**src/rtl/is_pkg_uart_controller.sv**
```systemverilog
// Shared types and constants for the UART controller.
//   parity_t      - parity bit type selected per transmitter/receiver instance
//   tx_state_t    - transmit framer state encoding
//   parity_bit()  - parity bit for a latched data byte
package is_pkg_uart_controller;

    localparam int unsigned UART_DATA_W   = 8;
    localparam logic        UART_IDLE_LVL = 1'b1;

    typedef enum logic [2:0] {
        PAR_NONE  = 3'd0,
        PAR_ODD   = 3'd1,
        PAR_EVEN  = 3'd2,
        PAR_MARK  = 3'd3,
        PAR_SPACE = 3'd4
    } parity_t;

    typedef enum logic [2:0] {
        IDLE  = 3'd0,
        TSTRB = 3'd1,
        TDT   = 3'd2,
        TPARB = 3'd3,
        TSTB1 = 3'd4,
        TSTB2 = 3'd5,
        WEND  = 3'd6
    } tx_state_t;

    function automatic logic parity_bit(input parity_t mode,
                                        input logic [UART_DATA_W-1:0] data);
        case (mode)
            PAR_ODD:  return ~^data;
            PAR_EVEN: return ^data;
            PAR_MARK: return 1'b1;
            default:  return 1'b0;
        endcase
    endfunction

endpackage

```
**src/rtl/is_uart_tx_fsm.sv**
```systemverilog
// UART transmit framer. Takes one byte per valid/ready handshake and serialises it as
// start bit, 8 data bits LSB first, optional parity bit, then 1 or 2 stop bits. Each bit
// advances on the external bit-period strobe.
// Ports:
//   clk_i         system clock
//   rst_i         synchronous reset, active-high
//   tx_ce_i       bit-period strobe, single-cycle pulse
//   tx_data_i     byte to transmit, sampled only in the accept cycle
//   tx_data_en_i  byte valid
//   tx_rdy_o      ready; transfer when tx_data_en_i && tx_rdy_o
//   txd_o         serial line, idle high
//   txct_o        1 = line idle, 0 = frame in progress
//   tx_done_o     one-cycle pulse when the last stop bit has completed
module is_uart_tx_fsm
    import is_pkg_uart_controller::*;
#(
    parameter parity_t     PARITY_MODE = PAR_SPACE,
    parameter int unsigned STOP_BITS   = 2
) (
    input  logic                   clk_i,
    input  logic                   rst_i,
    input  logic                   tx_ce_i,
    input  logic [UART_DATA_W-1:0] tx_data_i,
    input  logic                   tx_data_en_i,
    output logic                   tx_rdy_o,
    output logic                   txd_o,
    output logic                   txct_o,
    output logic                   tx_done_o
);

    if (STOP_BITS != 1 && STOP_BITS != 2) begin : gen_bad_stop_bits
        $error("is_uart_tx_fsm: STOP_BITS must be 1 or 2");
    end

    tx_state_t              state_q, state_d;
    logic [UART_DATA_W-1:0] sh_q, sh_d;
    // Unshifted copy of the byte; parity is taken from this, not from the shifter.
    logic [UART_DATA_W-1:0] data_q, data_d;
    logic [2:0]             bit_cnt_q, bit_cnt_d;
    logic                   txd_q, txd_d;
    logic                   rdy_q, rdy_d;
    logic                   txct_q, txct_d;
    logic                   done_q, done_d;

    always_comb begin
        state_d   = state_q;
        sh_d      = sh_q;
        data_d    = data_q;
        bit_cnt_d = bit_cnt_q;
        txd_d     = txd_q;
        rdy_d     = rdy_q;
        txct_d    = txct_q;
        done_d    = 1'b0;

        case (state_q)
            IDLE: begin
                // A strobe coinciding with accept is ignored; the start bit waits for the next.
                if (tx_data_en_i) begin
                    sh_d      = tx_data_i;
                    data_d    = tx_data_i;
                    bit_cnt_d = '0;
                    rdy_d     = 1'b0;
                    txct_d    = 1'b0;
                    state_d   = TSTRB;
                end
            end
            TSTRB: begin
                if (tx_ce_i) begin
                    txd_d   = 1'b0;
                    state_d = TDT;
                end
            end
            TDT: begin
                if (tx_ce_i) begin
                    txd_d     = sh_q[0];
                    sh_d      = {1'b0, sh_q[UART_DATA_W-1:1]};
                    bit_cnt_d = bit_cnt_q + 3'd1;
                    if (bit_cnt_q == 3'd7) begin
                        state_d = (PARITY_MODE == PAR_NONE) ? TSTB1 : TPARB;
                    end
                end
            end
            TPARB: begin
                if (tx_ce_i) begin
                    txd_d   = parity_bit(PARITY_MODE, data_q);
                    state_d = TSTB1;
                end
            end
            TSTB1: begin
                if (tx_ce_i) begin
                    txd_d   = 1'b1;
                    state_d = (STOP_BITS == 2) ? TSTB2 : WEND;
                end
            end
            TSTB2: begin
                if (tx_ce_i) begin
                    txd_d   = 1'b1;
                    state_d = WEND;
                end
            end
            WEND: begin
                // Strobe here marks the end of the last stop bit.
                if (tx_ce_i) begin
                    done_d  = 1'b1;
                    rdy_d   = 1'b1;
                    txct_d  = 1'b1;
                    state_d = IDLE;
                end
            end
            default: begin
                state_d = IDLE;
                txd_d   = UART_IDLE_LVL;
                rdy_d   = 1'b1;
                txct_d  = 1'b1;
            end
        endcase
    end

    always_ff @(posedge clk_i) begin
        if (rst_i) begin
            state_q   <= IDLE;
            sh_q      <= '0;
            data_q    <= '0;
            bit_cnt_q <= '0;
            txd_q     <= UART_IDLE_LVL;
            rdy_q     <= 1'b1;
            txct_q    <= 1'b1;
            done_q    <= 1'b0;
        end else begin
            state_q   <= state_d;
            sh_q      <= sh_d;
            data_q    <= data_d;
            bit_cnt_q <= bit_cnt_d;
            txd_q     <= txd_d;
            rdy_q     <= rdy_d;
            txct_q    <= txct_d;
            done_q    <= done_d;
        end
    end

    assign txd_o     = txd_q;
    assign tx_rdy_o  = rdy_q;
    assign txct_o    = txct_q;
    assign tx_done_o = done_q;

endmodule

```
**config.mk**
```make
export PLATFORM = sky130hd
export DESIGN_NAME = is_uart_tx_fsm
export DESIGN_NICKNAME = d
export VERILOG_FILES = /design/src/rtl/is_pkg_uart_controller.sv /design/src/rtl/is_uart_tx_fsm.sv
export SDC_FILE = /design/constraint.sdc
export NUM_CORES = 1
export LEC_CHECK = 0
export BUFFER_PORTS_ARGS = -buffer_cell sky130_fd_sc_hd__buf_2
export CORE_MARGIN = 10
export CORE_UTILIZATION = 53
export CTS_BUF_LIST = sky130_fd_sc_hd__clkbuf_4 sky130_fd_sc_hd__clkbuf_8 sky130_fd_sc_hd__clkbuf_16
export CTS_CLUSTER_SIZE = 20
export DETAILED_ROUTE_END_ITERATION = 8
export GPL_TIMING_DRIVEN = 0
export HOLD_SLACK_MARGIN = 0.15
export PLACE_DENSITY = 0.76
export SKIP_LAST_GASP = 1
export SLEW_MARGIN = 5
export SYNTH_ARGS = -nofsm -noshare
export SYNTH_HDL_FRONTEND = slang
export SYNTH_SLANG_ARGS = --single-unit
```
**constraint.sdc**
```tcl
create_clock -name clk_i -period 1.3 [get_ports clk_i]
set_input_delay 0.13 -clock clk_i [delete_from_list [all_inputs] [get_ports clk_i]]
set_output_delay 0.13 -clock clk_i [all_outputs]
set_load 0.005 [all_outputs]
```
# Word-level counts from Yosys, hierarchy flattened

Index checks and enable logic that the tools add are counted.

Input bits: 12
Flip-flop bits (word level): 17

Multiplexer cells: 22
Add/sub/neg operators: 1
Equal/unequal tests: 17
Bitwise operators: 3
Reduce and logical (&&, ||, !) cells: 11

Operators by type and width:

| operator                                            | number |
|---|---|
| two-way mux 3 bit                                   | 10 |
| one-hot mux 3 bit (7 select lines)                  | 1 |
| two-way mux 8 bit                                   | 2 |
| != test 2 bit, second input constant                | 8 |
| one-hot mux 8 bit (2 select lines)                  | 1 |
| equality test 3 bit, second input constant          | 4 |
| AND reduction 8 bit                                 | 1 |
| OR reduction 2 bit                                  | 4 |
| equality test 3 x 2 -> 1 bit, second input constant | 2 |
| one-hot mux 3 bit (2 select lines)                  | 1 |
| AND reduction 3 bit                                 | 2 |
| two-way mux 1 bit                                   | 5 |
| OR reduction 5 bit                                  | 1 |
| != test 2 x 1 -> 1 bit, second input constant       | 2 |
| one-hot mux 1 bit (4 select lines)                  | 1 |
| AND reduction 4 bit                                 | 1 |
| adder 3 x 1 -> 3 bit, second input constant         | 1 |
| equality test 3 x 1 -> 1 bit, second input constant | 1 |
| logical NOT 3 bit                                   | 1 |
| NOT 1 bit                                           | 3 |
| one-hot mux 1 bit (3 select lines)                  | 1 |
| nonzero test 2 bit                                  | 1 |

# Logic depth before layout (Yosys ltp)

Gate-level depths: netlist of run 1.

Word-level depth: 4
Mapped depth: 5
Mapped depth without buffers: 5

# Least setup slack after synthesis of run 1

No wires, ideal clock.

Path kind: register -> register
Start: register bit_cnt_q[0]
End: register state_q[0]
Cell stages (with the launch flop): 6
Setup time: 0.120 ns
Slack: 0.144 ns
Buffers on the path: 0
Arrival: 1.036 ns
Required time: 1.180 ns
Cell sequence: dfxtp_1 -> ha_1 -> ha_1 -> a21oi_1 -> nor2_1 -> o31a_1

Longest elaborated chain between the ends: 3

Ends and longest elaborated chain:

| item                                 | line                  | RTL |
|---|---|---|
| start, declared                      | is_uart_tx_fsm.sv:39  | `logic [2:0] bit_cnt_q, bit_cnt_d;` |
| start signal, assigned               | is_uart_tx_fsm.sv:133 | `bit_cnt_q <= bit_cnt_d;` |
| equality test 3 bit                  | is_uart_tx_fsm.sv:78  | `if (bit_cnt_q == 3'd7) begin` |
| != test 2 bit (no source line)       | -                     |  |
| AND reduction 8 bit (no source line) | -                     |  |
| end signal, assigned                 | is_uart_tx_fsm.sv:130 | `state_q <= state_d;` |
| end, declared                        | is_uart_tx_fsm.sv:35  | `tx_state_t state_q, state_d;` |

Every way passes these cells.
A chain may end at the register's enable or synchronous reset.

# Worst setup path in the final report of run 1

Ends and elaborated chain as after synthesis.

==> results of run 1 <==
-- state kept, by name (all words and copies together), names as in the netlist --
name	count
state_q	3
txct_o	1
tx_done_o	1
bit_cnt_q	3
txd_o	1
sh_q	8
-- worst max-delay path, stage by stage, from the launching register on --
cell	delay (ns)
dfxtp_2	0.34
ha_1	0.19
ha_1	0.18
a21oi_1	0.16
nor2_1	0.06
o31a_1	0.24
-- worst paths after layout --
kind,startpoint,endpoint,slack (ns),cells after the start
max,bit_cnt_q[0],state_q[0],0.04,5
min,rst_i,sh_q[3],0.32,2
max reg2reg,bit_cnt_q[0],state_q[0],0.04,5
min reg2reg,sh_q[7],sh_q[7],0.48,2
-- layout by cell type, fill, tap and decap left out, drive strengths merged --
cell / count
a2111oi: 1
a211o: 1
a211oi: 8
a21oi: 16
a221oi: 1
and4b: 1
buf: 20
clkbuf: 8
clkinvlp: 1
dfxtp: 17
dlygate4sd3: 2
ha: 2
inv: 1
mux2: 1
mux2i: 1
nand2: 2
nand3: 1
nand4: 3
nand4b: 1
nor2: 5
nor2b: 1
nor3b: 1
nor4b: 1
o21ai: 6
o22ai: 1
o31a: 2
o31ai: 7
or2: 1
or3: 1
or3b: 7
-- metal layers --
metal  vias to the layer above  wire length, µm  GRT usage
met5                         -                0          0
met4                         0               23     0.0502
met3                         4              168     0.0355
met1                       411             1050      0.164
li1                        430                -          -
met2                        31             1010      0.197
-- layout make-up --
class / count / area share
clock buffer: 4 / 0.0280
multi-input combinational: 72 / 0.484
tap: 16 / 0.0187
sequential: 17 / 0.320
timing repair buffer: 16 / 0.0841
buffer: 10 / 0.0549
inverter: 2 / 0.0105
-- logic make-up (layout without fill, tap and decap cells) --
| kind of cell | after synthesis | count (layout) | synth area share |
|---|---|---|---|
| fa+ha+maj | 2 | 2 | 0.0282 |
| flops | 17 | 17 | 0.383 |
| buf+inv | 12 | 32 | 0.0662 |
| mux | 2 | 2 | 0.0239 |
| compound gates | 43 | 43 | 0.307 |
| simple gates | 25 | 25 | 0.192 |
-- stage by stage --
step / worst slack, ns / total power, µW
after floorplan: 0.144 / 762
after global placement: 0.0585 / 827
after detailed placement: -0.0371 / 837
after CTS: 0.00295 / 1140
after global routing: -0.0465 / 1220
final: 0.0375 / 1160
-- timing repair --
item / in CTS / in global routing
hold buffers: 2 / 0
gates cloned: 0 / 0
endpoints found under the setup margin: 1 / 14
resized for setup: 1 / 12
endpoints found under the hold margin: 2 / 0
-- power by group through the flow --
| stage | Clock [µW] | Combinational [µW] | Sequential (µW) |
|---|---|---|---|
| global route | 337 | 288 | 599 |
| finish | 307 | 257 | 593 |
| global placement | 0 | 227 | 599 |
| CTS | 311 | 242 | 590 |
| floorplan | 0 | 167 | 596 |
| detailed placement | 0 | 235 | 602 |
==> results.py, run 1 <==
metrics = {
    "status": {
        "status": "complete, no violations",
    },
    "route": {
        "totalWireLength_um": 2250,
        "ant_nets": 0,
        "num_vias": 876,
        "drt-initial-drc-count": 32,
        "routed_via_density": 6.39,
        "dr.pass1.iters": 4,
        "wl_per_cell_um": 16.4,
        "drc_errors": 0,
    },
    "critical_path": {
        "cp-start-kind": "register",
        "worstSetupPathType": "reg -> reg",
        "cp-end-kind": "register",
        "crit_fanout": 3,
        "cp_data_arrival_time_ns": 1.45,
        "cp_data_required_time_ns": 1.49,
    },
    "clocking": {
        "clk_path_buf_depth": 2,
        "clk_latency_ns": 0.29,
        "cts_buffers": 3,
        "h-tree-depth": 1,
        "cts.sinks": 17,
        "cts_root_buffer": "clkbuf_4",
        "cts_tree": "done",
        "cts.reportedPaths.clkPinSlew_ns": 0.10,
        "postCtsSetupRepairBufs": 0,
    },
    "cells_and_area": {
        "num_antenna_cells": 0,
        "drive_gt1_frac": 0.322,
        "stdcell_count": 137,
        "fin_area_um2": 1070,
        "final-seq-area_um2": 343,
        "final_util": 0.695,
        "multi_input_area_um2": 518,
        "syn2layout_area_growth_pct": 20.6,
        "fillers": 118,
        "nNetsFinal": 136,
    },
    "grt": {
        "antenna_found_initial": 0,
        "grt.total_usage": 0.128,
        "grt_pass1_wl_um": 3800,
        "grt_overflow": 0,
        "grt_max_degree": 11,
        "grt_pass1_vias": 856,
    },
    "power": {
        "combPwrFrac": 0.222,
        "vdd_drop_max_mv": 0.697,
        "clockPowerShare": 0.266,
        "seq_power_share": 0.512,
        "switchingPower_uw": 336,
        "internal_power_uw": 821,
        "leakage_uw": 0.000409,
        "power.density_nw_per_um2": 1080,
        "swShare": 0.290,
    },
    "timing": {
        "holdWs_ns": 0.316,
        "finalSetupTns_ns": 0,
        "slew_viol_final": 0,
        "relSlewSlack": 0.692,
        "fmax_mhz": 792,
        "worstMarginPinSlew_ns": 0.462,
        "hold_viol_final": 0,
        "grt_setup_unrepaired": "yes",
        "setup-violations-final": 0,
        "final.setup_skew_ns": 0.00195,
        "final.min_clock_period_ns": 1.26,
        "period_share": 0.971,
    },
    "die": {
        "row_count": 14,
        "design.core.area_um2": 1540,
        "die_w_um": 60.9,
        "die_h_um": 60.9,
        "io_pins": 16,
        "initial_utilization": 0.576,
        "die-area_um2": 3710,
    },
    "logic_synthesis": {
        "synth_top_cells_by_area": "dfxtp_1 38%, a21oi_1 9.0%, a211oi_1 6.8%, o31ai_1 5.9%, or3b_1 4.9%",
        "ys.warnings.count": 0,
        "ys_async_sr_fraction": 0,
        "netlist_area_um2": 888,
        "synth_common_cells": "17 x dfxtp_1, 16 x a21oi_1, 8 x a211oi_1, 7 x o31ai_1, 6 x o21ai_0",
        "synth_cell_types": 32,
        "synthDominantCellAreaShare": 0.383,
        "synth_largest_area_cell": "dfxtp_1",
        "synthCells": 101,
        "synth_edf_count": 0,
        "avgSynthCellArea_um2": 8.80,
        "ys.flop_type": "dfxtp_1",
        "yosysSeqAreaShare": 0.383,
        "synthMostInstantiatedCell": "dfxtp_1",
        "ys_seq_elements": 17,
        "syn_nets": 115,
    },
    "flow_run": {
        "drv_cap": 0,
    },
    "worst_hold_path": {
        "hp-class": "in -> reg",
    },
    "place": {
        "dpl.hpwl_um": 1570,
        "place_congestion": 0.756,
        "place_inst": 131,
        "placed_cell_area_um2": 978,
        "portBuffers": 14,
    },
}
(Power assumes the default switching activity.)
==> run 2: changes to the inputs <==
--- a/config.mk
+++ b/config.mk
@@ -6,14 +6,17 @@
 export NUM_CORES = 1
 export LEC_CHECK = 0
 export BUFFER_PORTS_ARGS = -buffer_cell sky130_fd_sc_hd__buf_2
+export CELL_PAD_IN_SITES_DETAIL_PLACEMENT = 0
+export CELL_PAD_IN_SITES_GLOBAL_PLACEMENT = 1
+export CORE_ASPECT_RATIO = 0.75
 export CORE_MARGIN = 10
-export CORE_UTILIZATION = 53
+export CORE_UTILIZATION = 40
 export CTS_BUF_LIST = sky130_fd_sc_hd__clkbuf_4 sky130_fd_sc_hd__clkbuf_8 sky130_fd_sc_hd__clkbuf_16
 export CTS_CLUSTER_SIZE = 20
 export DETAILED_ROUTE_END_ITERATION = 8
 export GPL_TIMING_DRIVEN = 0
 export HOLD_SLACK_MARGIN = 0.15
-export PLACE_DENSITY = 0.76
+export PLACE_DENSITY_LB_ADDON = 0.1
 export SKIP_LAST_GASP = 1
 export SLEW_MARGIN = 5
 export SYNTH_ARGS = -nofsm -noshare
==> run 2 against run 1 <==
  * Die area is 22% higher
  * Global-route usage down 1.9 points
  * Non-clock buffer count unchanged
  * Combinational power barely moved
==> results.py, run 2 (synthesized netlist as in run 1, its figures left out) <==
metrics = {
    "status": {
        "status": "complete, no violations",
    },
    "cells_and_area": {
        "layout_common_cells": "19 x buf_2, 16 x a21oi_1, 16 x dfxtp_1",
        "fin_area_um2": 1070,
        "num_antenna_cells": 0,
        "top_regs": "sh_q x8, bit_cnt_q x3, state_q x3",
        "largest_reg_flops": 8,
        "drive_gt1_frac": 0.289,
        "largest-register": "sh_q",
        "nNetsFinal": 136,
        "final_common_cell": "buf_2",
        "final_util": 0.517,
        "syn2layout_area_growth_pct": 20.3,
    },
    "place": {
        "portBuffers": 14,
        "placed_cell_area_um2": 988,
        "dpl.hpwl_um": 1660,
        "place_congestion": 0.761,
    },
    "clocking": {
        "cts_tree": "done",
        "h-tree-depth": 1,
        "clk_path_buf_depth": 2,
        "cts.reportedPaths.clkPinSlew_ns": 0.11,
        "cts_buffers": 3,
        "clk_latency_ns": 0.29,
        "cts.sinks": 17,
        "cts_root_buffer": "clkbuf_4",
    },
    "timing": {
        "slew_viol_final": 0,
        "period_share": 0.952,
        "hold_viol_final": 0,
        "worstMarginPinSlew_ns": 0.477,
        "setup-violations-final": 0,
        "final.min_clock_period_ns": 1.24,
        "final.setup_skew_ns": 0.000559,
        "relSlewSlack": 0.682,
        "fmax_mhz": 808,
    },
    "route": {
        "num_vias": 852,
        "totalWireLength_um": 2390,
        "drt-initial-drc-count": 87,
        "routed_via_density": 5.88,
        "dr.pass1.iters": 4,
        "wl_per_cell_um": 16.4,
        "drc_errors": 0,
        "ant_nets": 0,
    },
    "grt": {
        "grt_max_degree": 11,
        "antenna_found_initial": 0,
        "grt_pass1_vias": 763,
        "grt_pass1_wl_um": 3860,
        "grt.total_usage": 0.109,
        "grt_overflow": 0,
    },
    "die": {
        "die_w_um": 74.4,
        "design.core.area_um2": 2070,
        "io_pins": 16,
        "row_count": 14,
        "die-area_um2": 4530,
        "die_h_um": 60.8,
        "initial_utilization": 0.430,
    },
    "critical_path": {
        "slowest_delay_ns": 0.34,
        "cp_data_required_time_ns": 1.49,
        "ff2ff_setup_slack_ns": 0.06,
        "critPathTopFamily": "compound AO/OA/AOI/OAI gates",
        "cp_data_arrival_time_ns": 1.43,
        "cp-start-kind": "register",
        "r2r_end": "state_q[0]",
        "timing.rr.start": "bit_cnt_q[0]",
        "cp-end-kind": "register",
        "cpMostUsedCell": "ha_1",
        "crit_fanout": 3,
        "r2r_cells": 5,
        "worstSetupPathType": "reg -> reg",
        "slowest_stage": "dfxtp_1",
        "path_buf_inv": 0,
        "path_cells": "ha_1 > ha_1 > a21oi_1 > nor2_1 > o31a_1",
    },
    "power": {
        "leakage_uw": 0.000409,
        "vdd_drop_max_mv": 0.650,
        "finalPower_uw": 1170,
        "power.density_nw_per_um2": 1100,
    },
    "worst_hold_path": {
        "hold_depth": 2,
        "hold_end": "sh_q[2]",
        "hp-class": "in -> reg",
        "min_from": "rst_i",
    },
    "flow_run": {
        "drv_cap": 0,
    },
}
==> run 2: cell types whose count changed in the layout (fill, tap and decap cells not counted) <==
| cell | previous run | this run |
|---|---|---|
| clkinv_1 | 0 | 1 |
| nor2_4 | 0 | 1 |
| clkinvlp_4 | 1 | 0 |
| o31ai_2 | 1 | 0 |
| o31ai_1 | 6 | 7 |
| clkbuf_4 | 5 | 4 |
| a2111oi_1 | 0 | 1 |
| buf_2 | 18 | 19 |
| a2111oi_2 | 1 | 0 |
| dfxtp_2 | 2 | 1 |
| dfxtp_1 | 15 | 16 |
| nor2_2 | 1 | 0 |
==> run 2: final cells by class <==
class / count / area, µm²
buffer: 10 / 56.3
clock buffer: 4 / 30.0
fill: 203 / 998
inverter: 2 / 7.51
multi-input combinational: 72 / 513
sequential: 17 / 342
tap: 24 / 30.0
timing repair buffer: 16 / 90.1
==> run 2: power by group <==
group | leakage, µW | internal, µW | switching (µW)
clock | 0.0000184 | 140 | 181
sequential | 0.000140 | 563 | 28.7
combinational | 0.000250 | 117 | 140
==> run 2: routing by layer <==
| layer | vias up | share of wire | track usage |
|---|---|---|---|
| li1 | 430 | - | - |
| met1 | 396 | 0.52 | 0.146 |
| met2 | 24 | 0.40 | 0.153 |
| met3 | 2 | 0.081 | 0.0571 |
| met5 | - | 0 | 0 |
| met4 | 0 | 0.0042 | 0.0161 |
==> run 2: worst max-delay path by stage <==
stage / cells past startpoint / end / startpoint
after global routing: 5 / state_q[0] / bit_cnt_q[0]
after floorplan: 5 / state_q[0] / bit_cnt_q[0]
after global placement: 4 / txct_o / state_q[2]
after detailed placement: 4 / txct_o / state_q[2]
after CTS: 4 / txd_o / state_q[1]
final: 5 / state_q[0] / bit_cnt_q[0]
==> run 2: through the flow <==
| stage | worst slack (ns) | cells | setup TNS (ns) | hold WS [ns] |
|---|---|---|---|---|
| floorplan | 0.144 | 101 | 0 | 0.276 |
| global placement | 0.00618 | 139 | 0 | 0.417 |
| detailed placement | 0.0109 | 139 | 0 | 0.448 |
| CTS | 0.0429 | 145 | 0 | 0.292 |
| global route | -0.00325 | 145 | -0.00325 | 0.298 |
| finish | 0.0625 | 145 | 0 | 0.297 |
==> run 2: what timing repair did <==
| item | in CTS | in global routing |
|---|---|---|
| pin swaps | 0 | 0 |
| hold buffers | 2 | 0 |
| endpoints found under the setup margin | 2 | 10 |
| cloned | 0 | 0 |
| endpoints found under the hold margin | 2 | 0 |
| resized for setup | 2 | 7 |
| setup buffers | 0 | 0 |
==> run 3: changes to the inputs <==
--- a/config.mk
+++ b/config.mk
@@ -8,7 +8,6 @@
 export BUFFER_PORTS_ARGS = -buffer_cell sky130_fd_sc_hd__buf_2
 export CELL_PAD_IN_SITES_DETAIL_PLACEMENT = 0
 export CELL_PAD_IN_SITES_GLOBAL_PLACEMENT = 1
-export CORE_ASPECT_RATIO = 0.75
 export CORE_MARGIN = 10
 export CORE_UTILIZATION = 40
 export CTS_BUF_LIST = sky130_fd_sc_hd__clkbuf_4 sky130_fd_sc_hd__clkbuf_8 sky130_fd_sc_hd__clkbuf_16
@@ -16,7 +15,7 @@
 export DETAILED_ROUTE_END_ITERATION = 8
 export GPL_TIMING_DRIVEN = 0
 export HOLD_SLACK_MARGIN = 0.15
-export PLACE_DENSITY_LB_ADDON = 0.1
+export PLACE_DENSITY_LB_ADDON = 0.2
 export SKIP_LAST_GASP = 1
 export SLEW_MARGIN = 5
 export SYNTH_ARGS = -nofsm -noshare
==> run 3 against run 2 <==
  * Highest routed layer unchanged
  * Hold slack worse by 0.15 ns
  * Critical path depth decreased by 1
  * Via count decreased by 1.6%
  * First-iteration DRC count is 59% lower
  * Clock-buffer cell count is 1 lower
  * Die area fell by 0.43%
  * Combinational power fell by 5%
  * Cell count is 2.1% higher
  * Cell area shrank 1.5%
  * Core utilization decreased by 3.2 points
  * Clock skew up 0.00059 ns
  * Flip-flop and latch count stayed put
==> results.py, run 3 (synthesized netlist as in run 1, its figures left out) <==
metrics = {
    "status": {
        "status": "complete, no violations",
    },
    "clocking": {
        "clk_latency_ns": 0.29,
        "cts.sinks": 17,
        "cts.reportedPaths.clkPinSlew_ns": 0.10,
        "h-tree-depth": 1,
        "cts_tree": "done",
        "cts_root_buffer": "clkbuf_4",
        "postCtsSetupRepairBufs": 0,
        "cts_buffers": 3,
        "clk_path_buf_depth": 2,
    },
    "cells_and_area": {
        "syn2layout_area_growth_pct": 18.5,
        "multi_input_area_um2": 509,
        "largest_reg_flops": 8,
        "final_util": 0.485,
        "largest-register": "sh_q",
        "num_antenna_cells": 0,
        "final-seq-area_um2": 342,
        "fillers": 239,
        "fin_area_um2": 1050,
        "final_common_cell": "buf_2",
        "top_regs": "sh_q x8, bit_cnt_q x3, state_q x3",
        "nNetsFinal": 135,
        "drive_gt1_frac": 0.300,
        "layout_common_cells": "19 x buf_2, 16 x dfxtp_1, 15 x a21oi_1",
    },
    "critical_path": {
        "worstSetupPathType": "reg -> reg",
        "cp-end-kind": "register",
        "cp-start-kind": "register",
        "timing.rr.start": "state_q[0]",
        "cp_data_arrival_time_ns": 1.45,
        "crit_fanout": 10,
        "cp_data_required_time_ns": 1.52,
        "cp-startpoint": "state_q[0]",
    },
    "die": {
        "io_pins": 16,
        "die_w_um": 67.1,
        "initial_utilization": 0.409,
        "die_h_um": 67.1,
        "design.core.area_um2": 2170,
        "die-area_um2": 4510,
        "row_count": 17,
    },
    "timing": {
        "final.setup_skew_ns": 0.00115,
        "worstMarginPinSlew_ns": 0.496,
        "finalSetupTns_ns": 0,
        "fmax_mhz": 814,
        "hold_viol_final": 0,
        "relSlewSlack": 0.669,
        "fin_ws_ns": 0.0718,
        "slew_viol_final": 0,
        "grt_setup_unrepaired": "yes",
        "period_share": 0.945,
        "setup-violations-final": 0,
        "final.min_clock_period_ns": 1.23,
    },
    "grt": {
        "grt_overflow": 0,
        "grt_max_degree": 11,
        "grt_pass1_wl_um": 3690,
        "antenna_found_initial": 0,
        "grt_pass1_vias": 781,
        "grt.total_usage": 0.105,
    },
    "power": {
        "leakage_uw": 0.000399,
        "power.density_nw_per_um2": 1060,
        "vdd_drop_max_mv": 0.565,
    },
    "route": {
        "drt-initial-drc-count": 36,
        "drc_errors": 0,
        "routed_via_density": 5.66,
        "num_vias": 838,
        "wl_per_cell_um": 15.3,
        "totalWireLength_um": 2260,
        "dr.pass1.iters": 4,
        "ant_nets": 0,
    },
    "place": {
        "place_congestion": 0.821,
        "portBuffers": 14,
        "dp_slack_ns": 0.0469,
        "dpl.hpwl_um": 1620,
        "placed_cell_area_um2": 993,
    },
    "flow_run": {
        "drv_cap": 0,
    },
    "worst_hold_path": {
        "hp-class": "in -> reg",
        "min_from": "tx_ce_i",
    },
}
==> run 3: final cells by class <==
cell class                 count  share of cell area
clock buffer                   3              0.0214
multi-input combinational     72               0.484
tap                           28              0.0333
sequential                    17               0.325
clock inverter                 1             0.00476
buffer                        10              0.0488
timing repair buffer          15              0.0761
inverter                       2             0.00713
==> run 3: worst paths after layout <==
path	endpoint	slack, ns	cells after the start
hold / removal	tx_done_o	0.15	3
hold reg to reg	bit_cnt_q[2]	0.49	2
setup reg to reg	bit_cnt_q[2]	0.07	4
setup / recovery	bit_cnt_q[2]	0.07	4
==> run 3: per-stage QoR <==
step,cells,total power [µW],hold slack (ns)
global placement,143,833,0.416
detailed placement,143,839,0.420
CTS,148,1120,0.150
finish,148,1120,0.146
global route,148,1190,0.151
floorplan,101,762,0.276
==> run 3: timing repair <==
item,CTS,global route
hold buffers,1,0
endpoints found under the setup margin,0,14
gates resized for setup,0,7
hold endpoints to repair,1,0
==> run 3: critical path, cell delays in order (launching register included) <==
cell and delay, ns:
dfxtp_1 0.34, nor2_2 0.28, buf_2 0.28, nand4_1 0.12, a21oi_1 0.14
==> run 3: per-layer routing <==
| metal | share of wire | routed length, µm | GRT usage |
|---|---|---|---|
| met1 | 0.48 | 1090 | 0.134 |
| met2 | 0.46 | 1050 | 0.160 |
| met3 | 0.048 | 108 | 0.0318 |
| met4 | 0.0075 | 17 | 0.0462 |
| met5 | 0 | 0 | 0 |
==> run 3: report_power, final <==
| part | internal [µW] | total, µW | switching (µW) |
|---|---|---|---|
| Clock | 114 | 284 | 170 |
| Combinational | 109 | 245 | 136 |
| Sequential | 563 | 591 | 28.8 |
| Total | 786 | 1120 | 334 |
